<file path="config.mk">
export PLATFORM = sky130hd
export DESIGN_NAME = imem_loader
export DESIGN_NICKNAME = d
export VERILOG_FILES = /design/src/rtl/imem_loader.sv
export SDC_FILE = /design/constraint.sdc
export NUM_CORES = 1
export LEC_CHECK = 0
export CORE_ASPECT_RATIO = 0.75
export CORE_MARGIN = 3
export CORE_UTILIZATION = 38
export DETAILED_ROUTE_END_ITERATION = 8
export PLACE_DENSITY = 0.6
export SLEW_MARGIN = 20
export SYNTH_ARGS = -nofsm -noshare
export SYNTH_HDL_FRONTEND = slang
export SYNTH_SLANG_ARGS = --single-unit
</file>
<file path="constraint.sdc">
create_clock -name i_clk -period 3.85 [get_ports i_clk]
set_input_delay 0.77 -clock i_clk [delete_from_list [all_inputs] [get_ports i_clk]]
set_output_delay 0.77 -clock i_clk [all_outputs]
set_load 0.02 [all_outputs]
</file>
<file path="src/rtl/imem_loader.sv">
// imem_loader: receives an instruction image as a byte stream, packs it
// little-endian into 32-bit words, and writes each word into instruction
// memory. Status outputs report busy, done, error and a running checksum.
module imem_loader #(
  parameter int ADDR_W = 16
) (
  input  logic              i_clk,
  input  logic              i_rst,
  input  logic              i_start,
  input  logic [ADDR_W-1:0] i_base_addr,
  input  logic [ADDR_W:0]   i_len,
  input  logic              i_abort,
  input  logic              i_byte_valid,
  input  logic [7:0]        i_byte_data,
  output logic              o_byte_ready,
  output logic              o_mem_we,
  output logic [ADDR_W-1:0] o_mem_addr,
  output logic [31:0]       o_mem_wdata,
  output logic [3:0]        o_mem_be,
  output logic              o_busy,
  output logic              o_done,
  output logic              o_err,
  output logic [7:0]        o_checksum
);

  typedef enum logic [1:0] {
    IDLE  = 2'd0,
    RECV  = 2'd1,
    WRITE = 2'd2,
    DONE  = 2'd3
  } state_e;

  // One past the last addressable byte; a request may end exactly here.
  localparam logic [ADDR_W+1:0] ADDR_LIMIT = {2'b01, {ADDR_W{1'b0}}};

  state_e state_q, state_d;

  logic [ADDR_W:0]   len_q;
  logic [ADDR_W:0]   byteCount_q;
  logic [1:0]        lane_q;
  logic [ADDR_W-1:0] addr_q;
  logic [31:0]       wdata_q;
  logic [3:0]        be_q;
  logic [7:0]        checksum_q;
  logic              err_q;

  logic [ADDR_W+1:0] reqEnd;
  logic              reqBad;
  logic              reqEmpty;
  logic              accept;
  logic [ADDR_W:0]   countInc;
  logic              lastByte;
  logic              wordFull;
  logic              allSent;

  assign reqEnd   = {2'b00, i_base_addr} + {1'b0, i_len};
  assign reqBad   = (i_base_addr[1:0] != 2'b00) || (reqEnd > ADDR_LIMIT);
  assign reqEmpty = (i_len == '0);
  // Abort wins over a byte offered in the same cycle, so such a byte is never taken.
  assign accept   = (state_q == RECV) && i_byte_valid && !i_abort;
  assign countInc = byteCount_q + (ADDR_W+1)'(1);
  assign lastByte = (countInc == len_q);
  assign wordFull = (lane_q == 2'd3);
  assign allSent  = (byteCount_q == len_q);

  // State register with synchronous reset back to IDLE.
  always_ff @(posedge i_clk) begin
    if (i_rst) begin
      state_q <= IDLE;
    end else begin
      state_q <= state_d;
    end
  end

  // Next-state selection: start checks, word completion, final word and abort.
  always_comb begin
    state_d = state_q;
    case (state_q)
      IDLE: begin
        if (i_start && !reqBad) begin
          state_d = reqEmpty ? DONE : RECV;
        end
      end
      RECV: begin
        if (i_abort) begin
          state_d = IDLE;
        end else if (accept && (wordFull || lastByte)) begin
          state_d = WRITE;
        end
      end
      WRITE: begin
        if (i_abort) begin
          state_d = IDLE;
        end else begin
          state_d = allSent ? DONE : RECV;
        end
      end
      DONE: begin
        state_d = IDLE;
      end
      default: begin
        state_d = IDLE;
      end
    endcase
  end

  // Status and handshake outputs decoded from the current state; an abort in WRITE squashes the write.
  always_comb begin
    o_byte_ready = 1'b0;
    o_mem_we     = 1'b0;
    o_busy       = 1'b1;
    o_done       = 1'b0;
    case (state_q)
      IDLE:    o_busy       = 1'b0;
      RECV:    o_byte_ready = 1'b1;
      WRITE:   o_mem_we     = !i_abort;
      DONE:    o_done       = 1'b1;
      default: o_busy       = 1'b0;
    endcase
  end

  // Datapath: latch the request, pack bytes into the word, advance the address after each write.
  always_ff @(posedge i_clk) begin
    if (i_rst) begin
      len_q       <= '0;
      byteCount_q <= '0;
      lane_q      <= 2'd0;
      addr_q      <= '0;
      wdata_q     <= '0;
      be_q        <= 4'h0;
      checksum_q  <= 8'h00;
      err_q       <= 1'b0;
    end else begin
      err_q <= 1'b0;
      case (state_q)
        IDLE: begin
          if (i_start) begin
            if (reqBad) begin
              err_q <= 1'b1;
            end else begin
              len_q       <= i_len;
              byteCount_q <= '0;
              lane_q      <= 2'd0;
              addr_q      <= i_base_addr;
              wdata_q     <= '0;
              be_q        <= 4'h0;
              checksum_q  <= 8'h00;
            end
          end
        end
        RECV: begin
          if (i_abort) begin
            err_q   <= 1'b1;
            wdata_q <= '0;
            be_q    <= 4'h0;
          end else if (accept) begin
            wdata_q[{lane_q, 3'b000} +: 8] <= i_byte_data;
            be_q[lane_q]                   <= 1'b1;
            checksum_q                     <= checksum_q + i_byte_data;
            byteCount_q                    <= countInc;
            lane_q                         <= lane_q + 2'd1;
          end
        end
        WRITE: begin
          wdata_q <= '0;
          be_q    <= 4'h0;
          lane_q  <= 2'd0;
          if (i_abort) begin
            err_q <= 1'b1;
          end else if (!allSent) begin
            addr_q <= addr_q + ADDR_W'(4);
          end
        end
        default: begin
        end
      endcase
    end
  end

  assign o_mem_addr  = addr_q;
  assign o_mem_wdata = wdata_q;
  assign o_mem_be    = be_q;
  assign o_err       = err_q;
  assign o_checksum  = checksum_q;

endmodule

</file>
# After elaboration in Yosys (flattened, before gate mapping)
# Cells that the tools add are included.
[word_totals]
regBits = 99
input_bits = 46
output_inout_bits = 65
elab_cells = 107
[classes]
n_addsub = 6
magnitude_cmp = 3
eq_ne = 15
shifts = 2
n_mux = 48
bitwise_logic = 2
n_reduce_logical = 22
[op_table]
columns = ["cell", "n"]
rows = [
  ["32-bit 2-to-1 mux", 4],
  ["32-bit one-hot mux with 3 select lines", 1],
  ["17-bit 2-to-1 mux", 4],
  ["16-bit 2-to-1 mux", 4],
  ["17-bit == test", 2],
  ["17-bit one-hot mux with 2 select lines", 1],
  ["32-bit bitwise mux", 1],
  ["8-bit 2-to-1 mux", 4],
  ["16-bit one-hot mux with 2 select lines", 1],
  ["8-bit by 7-bit variable shift with 32-bit output (first input constant)", 1],
  ["8-bit by 7-bit indexed part select with 32-bit output", 1],
  ["2-bit 2-to-1 mux", 10],
  ["16-bit by 17-bit adder with 18-bit output", 1],
  ["18-bit by 17-bit > comparator with 1-bit output (second input constant)", 1],
  ["17-bit by 1-bit adder with 17-bit output (second input constant)", 1],
  ["17-bit zero test", 1],
  ["16-bit by 3-bit adder with 16-bit output (second input constant)", 1],
  ["4-bit 2-to-1 mux", 4],
  ["8-bit one-hot mux with 2 select lines", 1],
  ["5-bit AND reduction", 3],
  ["2-bit != test (second input constant)", 7],
  ["4-bit one-hot mux with 3 select lines", 1],
  ["8-bit adder", 1],
  ["1-bit 2-to-1 mux", 8],
  ["24 further kinds", 34],
]

# Longest topological paths before layout
[logic_depth]
word_depth = 8
ltp_mapped = 14
depth_no_buf = 12

# Worst setup path after synthesis
# OpenSTA, ideal clock, no wires.
[synth_path]
kind = "input to register"
start = "in i_base_addr[4]"
end = "reg wdata_q[30], in the netlist o_mem_wdata[30]"
setup_time_ns = 0.070
arrival_time_ns = 3.763
required_ns = 3.780
setup_slack_ns = 0.017
path_stages = 11
n_path_buf = 1
cell_sequence = "ha_1 -> and2_4 -> a221oi_4 -> a21oi_2 -> o32a_1 -> a31o_1 -> or3b_1 -> o21a_4 -> buf_6 -> or4b_1 -> a21oi_1"
[synth_via]
elab_chain_cells = 5
[synth_lines]
columns = ["element", "line_no", "text"]
rows = [
  ["start, declared", "10", "input logic [ADDR_W-1:0] i_base_addr,"],
  ["16-bit by 17-bit adder with 18-bit output", "56", "assign reqEnd = {2'b00, i_base_addr} + {1'b0, i_len};"],
  ["18-bit by 17-bit > comparator with 1-bit output", "57", "assign reqBad = (i_base_addr[1:0] != 2'b00) || (reqEnd > ADDR_LIMIT);"],
  ["1-bit logical OR", "57", ""],
  ["2-bit != test (no line)", "--", ""],
  ["4-bit AND reduction (no line)", "--", ""],
  ["end signal, assigned by index", "157", "wdata_q[{lane_q, 3'b000} +: 8] <= i_byte_data;"],
  ["end, declared", "42", "logic [31:0] wdata_q;"],
]
# Every way passes these cells.
# A chain may end at the register's enable or synchronous reset.

# Worst setup path after layout
[layout_path]
start = "in i_len[12]"
end = "reg wdata_q[24], in the netlist o_mem_wdata[24]"
[layout_via]
elab_chain_cells = 5
[layout_lines]
columns = ["element", "line_no", "text"]
rows = [
  ["start, declared", "11", "input logic [ADDR_W:0] i_len,"],
  ["16-bit by 17-bit adder with 18-bit output", "56", ""],
  ["18-bit by 17-bit > comparator with 1-bit output", "57", ""],
  ["1-bit logical OR", "57", ""],
  ["2-bit != test (no line)", "--", ""],
  ["4-bit AND reduction (no line)", "--", ""],
]
# Every way passes these cells.

==> implementation parameters <==
Parameter                              Value

Critical path
  Buf+Inv Stages, Crit Path    2
  Most common cell type on the critical path    sky130_fd_sc_hd__a21o_1
  Crit-path leading delay family    compound AO/OA/AOI/OAI gates
  Longest individual stage delay on the worst path    0.53 ns
  Kind of launch point of the worst setup path    primary input
  Ordered cell list for the critical path    clkdlybuf4s15_1, ha_1, a21o_1, a211o_1, a21o_1, o32a_1, a31o_1, or3b_4, o21a_4, clkbuf_16, or4b_4, a21oi_2
  Largest fanout on the critical path    7
  Setup crit end kind    flip-flop
  Crit path kind    in2reg
  Critical path arrival    4.10 ns
  Crit path max-delay cell type    sky130_fd_sc_hd__or4b_4
  Data required, critical path    4.15 ns

Route
  Final antenna-violating net count    0
  Routed WL per cell    18.0 um
  Detailed-route wire length    21800 um
  Avg Vias per Cell    5.75
  DR DRC count    0
  Initial DRC Count    486
  Length of the first detailed-routing pass in iterations    5
  Total number of vias    6970

Synthesis
  Dominant cell by count in the synthesized netlist    sky130_fd_sc_hd__dfxtp_1
  Count of distinct cell types in the synthesized netlist    75
  Most common flop cell mapped by yosys    sky130_fd_sc_hd__dfxtp_1
  Syn nets    878
  Syn Std Cell Area    6610 um2
  Post-synthesis async set-or-reset flop share    0%
  Post-synth top area share    30.0%
  Register bit total from synthesis    99
  Post-synthesis sequential area ratio    30.0%
  Synthesized instance count    796
  Number of enable-type register cells in the synthesized netlist    0
  YS warnings    0
  Cell types occupying the most area after synthesis    sky130_fd_sc_hd__dfxtp_1 (30%), sky130_fd_sc_hd__ha_1 (6.4%), sky130_fd_sc_hd__a21oi_1 (5.7%)
  Cell type with the largest total area after synthesis    sky130_fd_sc_hd__dfxtp_1
  Top cells by instance count after synthesis    sky130_fd_sc_hd__dfxtp_1 (99), sky130_fd_sc_hd__a21oi_1 (75), sky130_fd_sc_hd__o21ai_0 (53)
  Average footprint of a synthesized cell    8.31 um2

Global routing
  Global Route Usage Sum    21.9%
  Vias in the first global route    6056
  First-pass GRT wire length    33200 um
  Initial antenna violation count    0
  Sum of overflow across all layers after global routing    0
  Pin count of the biggest net entering global routing    56

Floorplanning
  IO Pins    111
  Die H    120 um
  X dimension of the die    158 um
  Full die area    19000 um2
  Count of standard-cell rows    41
  Core outline area    16900 um2
  Starting density of the core    39.1%

Clock tree
  CTS H-tree depth    3
  Clock root buffer    sky130_fd_sc_hd__clkbuf_16
  Clock network latency to the later pin of the worst-skew pair    0.36 ns
  Clock tree from TritonCTS    yes
  Clock Sinks    99
  Clock-pin slew on the worst setup and hold paths    0.08 ns
  Quantity of hold-fixing buffers added after cts    0
  Clock tree buffer depth    2
  Cts bufs inserted    9

Cells and area
  Ant. Diodes    0
  Layout Nets    1075
  Share of final-layout standard cells stronger than drive strength 1    22.9%
  Core Util, Final    55.8%
  P&R area growth vs syn    42.9%

Pwr
  Worst supply voltage drop on vdd    0.000219 V
  Static Leakage    3.81 nW
  Total power    0.00383 W
  Areal power density over the cells    405 nW/um2

Placement
  Placer congestion estimate    0.896
  Sum of net half-perimeters after detailed placement    16200 um
  Count of port buffers added during placement    110

Timing
  Worst max-slew margin expressed relative to the limit    43.3%
  Largest clock skew in the final design    0.00932 ns
  Total negative slack for setup checks    0 ns
  Maximum clock rate    263 MHz
  Final number of hold-violating endpoints    0
  Actual transition at the worst max-transition pin    0.851 ns
  Share of the clock period used by the worst path    98.8%
  Number of setup violations in the final report    0
  Max Slew Vio Count    0
  Minimum clock period after layout    3.80 ns

Outcome
  Outcome    completed

Job
  Maximum capacitance violations    0

Min path
  Worst Hold Class    reg2reg
[power breakdown]
part	leakage (nW)	switching (W)	internal (W)	total [W]
sequential	0.799	0.0000515	0.00108	0.00113
clock	0.149	0.000460	0.000464	0.000923
combinational	2.86	0.00103	0.000747	0.00178
[worst reg2reg max path, delay by kind of cell (launching register included)]
kind / cells / cell delay [ns]
DFF: 1 / 0.44
xor gates and xnor gates: 1 / 0.13
and+or+nand+nor: 5 / 1.67
AOI/OAI and AO/OA: 2 / 0.34
adders and majority gates: 1 / 0.30
[cell type report]
cell class,instances,area (um2)
clock buffers,9,225
clock inverters,7,76.3
multi-input cells,613,4650
well taps,215,269
fillers,1557,7480
flip-flops and latches,99,1980
repair buffers,236,2120
inverters,34,128
[sequential cells by signal, summed over array words and instances (netlist names)]
name	cells
byteCount_q	17
lane_q	2
len_q	17
o_checksum	8
o_err	1
o_mem_addr	16
o_mem_be	4
o_mem_wdata	32
state_q	2
[metrics by stage]
step / area, um2 / hold slack [ns] / setup WS [ns] / cells
after detailed placement: 8690 / 0.464 / -0.838 / 1187
after floorplan: 6610 / 0.456 / 0.0166 / 796
after global placement: 8690 / 0.454 / -0.778 / 1187
final: 9450 / 0.475 / 0.0475 / 1213
after CTS: 9150 / 0.475 / 0.000755 / 1206
after global routing: 9450 / 0.489 / -0.0159 / 1213
[kinds of logic (layout without fill, tap and decap cells)]
logic type	Yosys count	in the layout	synth area share (%)
XOR/XNOR	39	39	5.17
AO/OA/AOI/OAI	265	265	27.2
multiplexers	26	26	3.97
AND/OR/NAND/NOR	247	247	21.5
buffers and inverters	84	286	5.17
adder cells (fa/ha/maj)	36	36	7.04
flip-flops	99	99	30.0
[cells in the final DEF (no fill, tap or decap), drive strengths merged, types with 12 or more instances in the layout]
cell,n
a21o,17
a21oi,76
buf,127
clkbuf,19
clkdlybuf4s50,81
dfxtp,99
ha,34
inv,39
mux2i,24
nand2,35
nand3,23
nand4,26
nor2,42
nor3,24
o21a,12
o21ai,55
o311ai,14
o31ai,12
or4b,24
xnor2,26
xor2,13
[path summary, 6_finish.rpt]
check / depth (start not counted) / end / slack (ns) / from
worst min register to register: 2 / o_mem_wdata[20]$_SDFFE_PP0P_ / 0.47 / o_mem_wdata[20]$_SDFFE_PP0P_
worst max register to register: 9 / state_q[0]$_SDFFE_PP0P_ / 0.90 / byteCount_q[0]$_SDFFE_PP0P_
worst max-delay path: 12 / o_mem_wdata[24]$_SDFFE_PP0P_ / 0.05 / i_len[12]
worst min-delay path: 2 / o_mem_wdata[20]$_SDFFE_PP0P_ / 0.47 / o_mem_wdata[20]$_SDFFE_PP0P_
[what timing repair did]
action | CTS | global route
endpoints found under the setup margin | 98 | 63
hold endpoints to repair | 0 | 0
setup buffers | 3 | 4
resized for setup | 49 | 80
pin swaps | 19 | 34
cloned | 0 | 3
[routing by layer]
| metal | part of all wire, % | GRT usage, % | vias to the layer above |
|---|---|---|---|
| met3 | 6.7 | 4.11 | 18 |
| li1 | - | - | 3441 |
| met5 | 0 | 0 | - |
| met1 | 52 | 35.6 | 3282 |
| met2 | 40 | 29.1 | 229 |
| met4 | 1.2 | 4.78 | 0 |
Note: power is estimated with default switching activity, not from simulation.
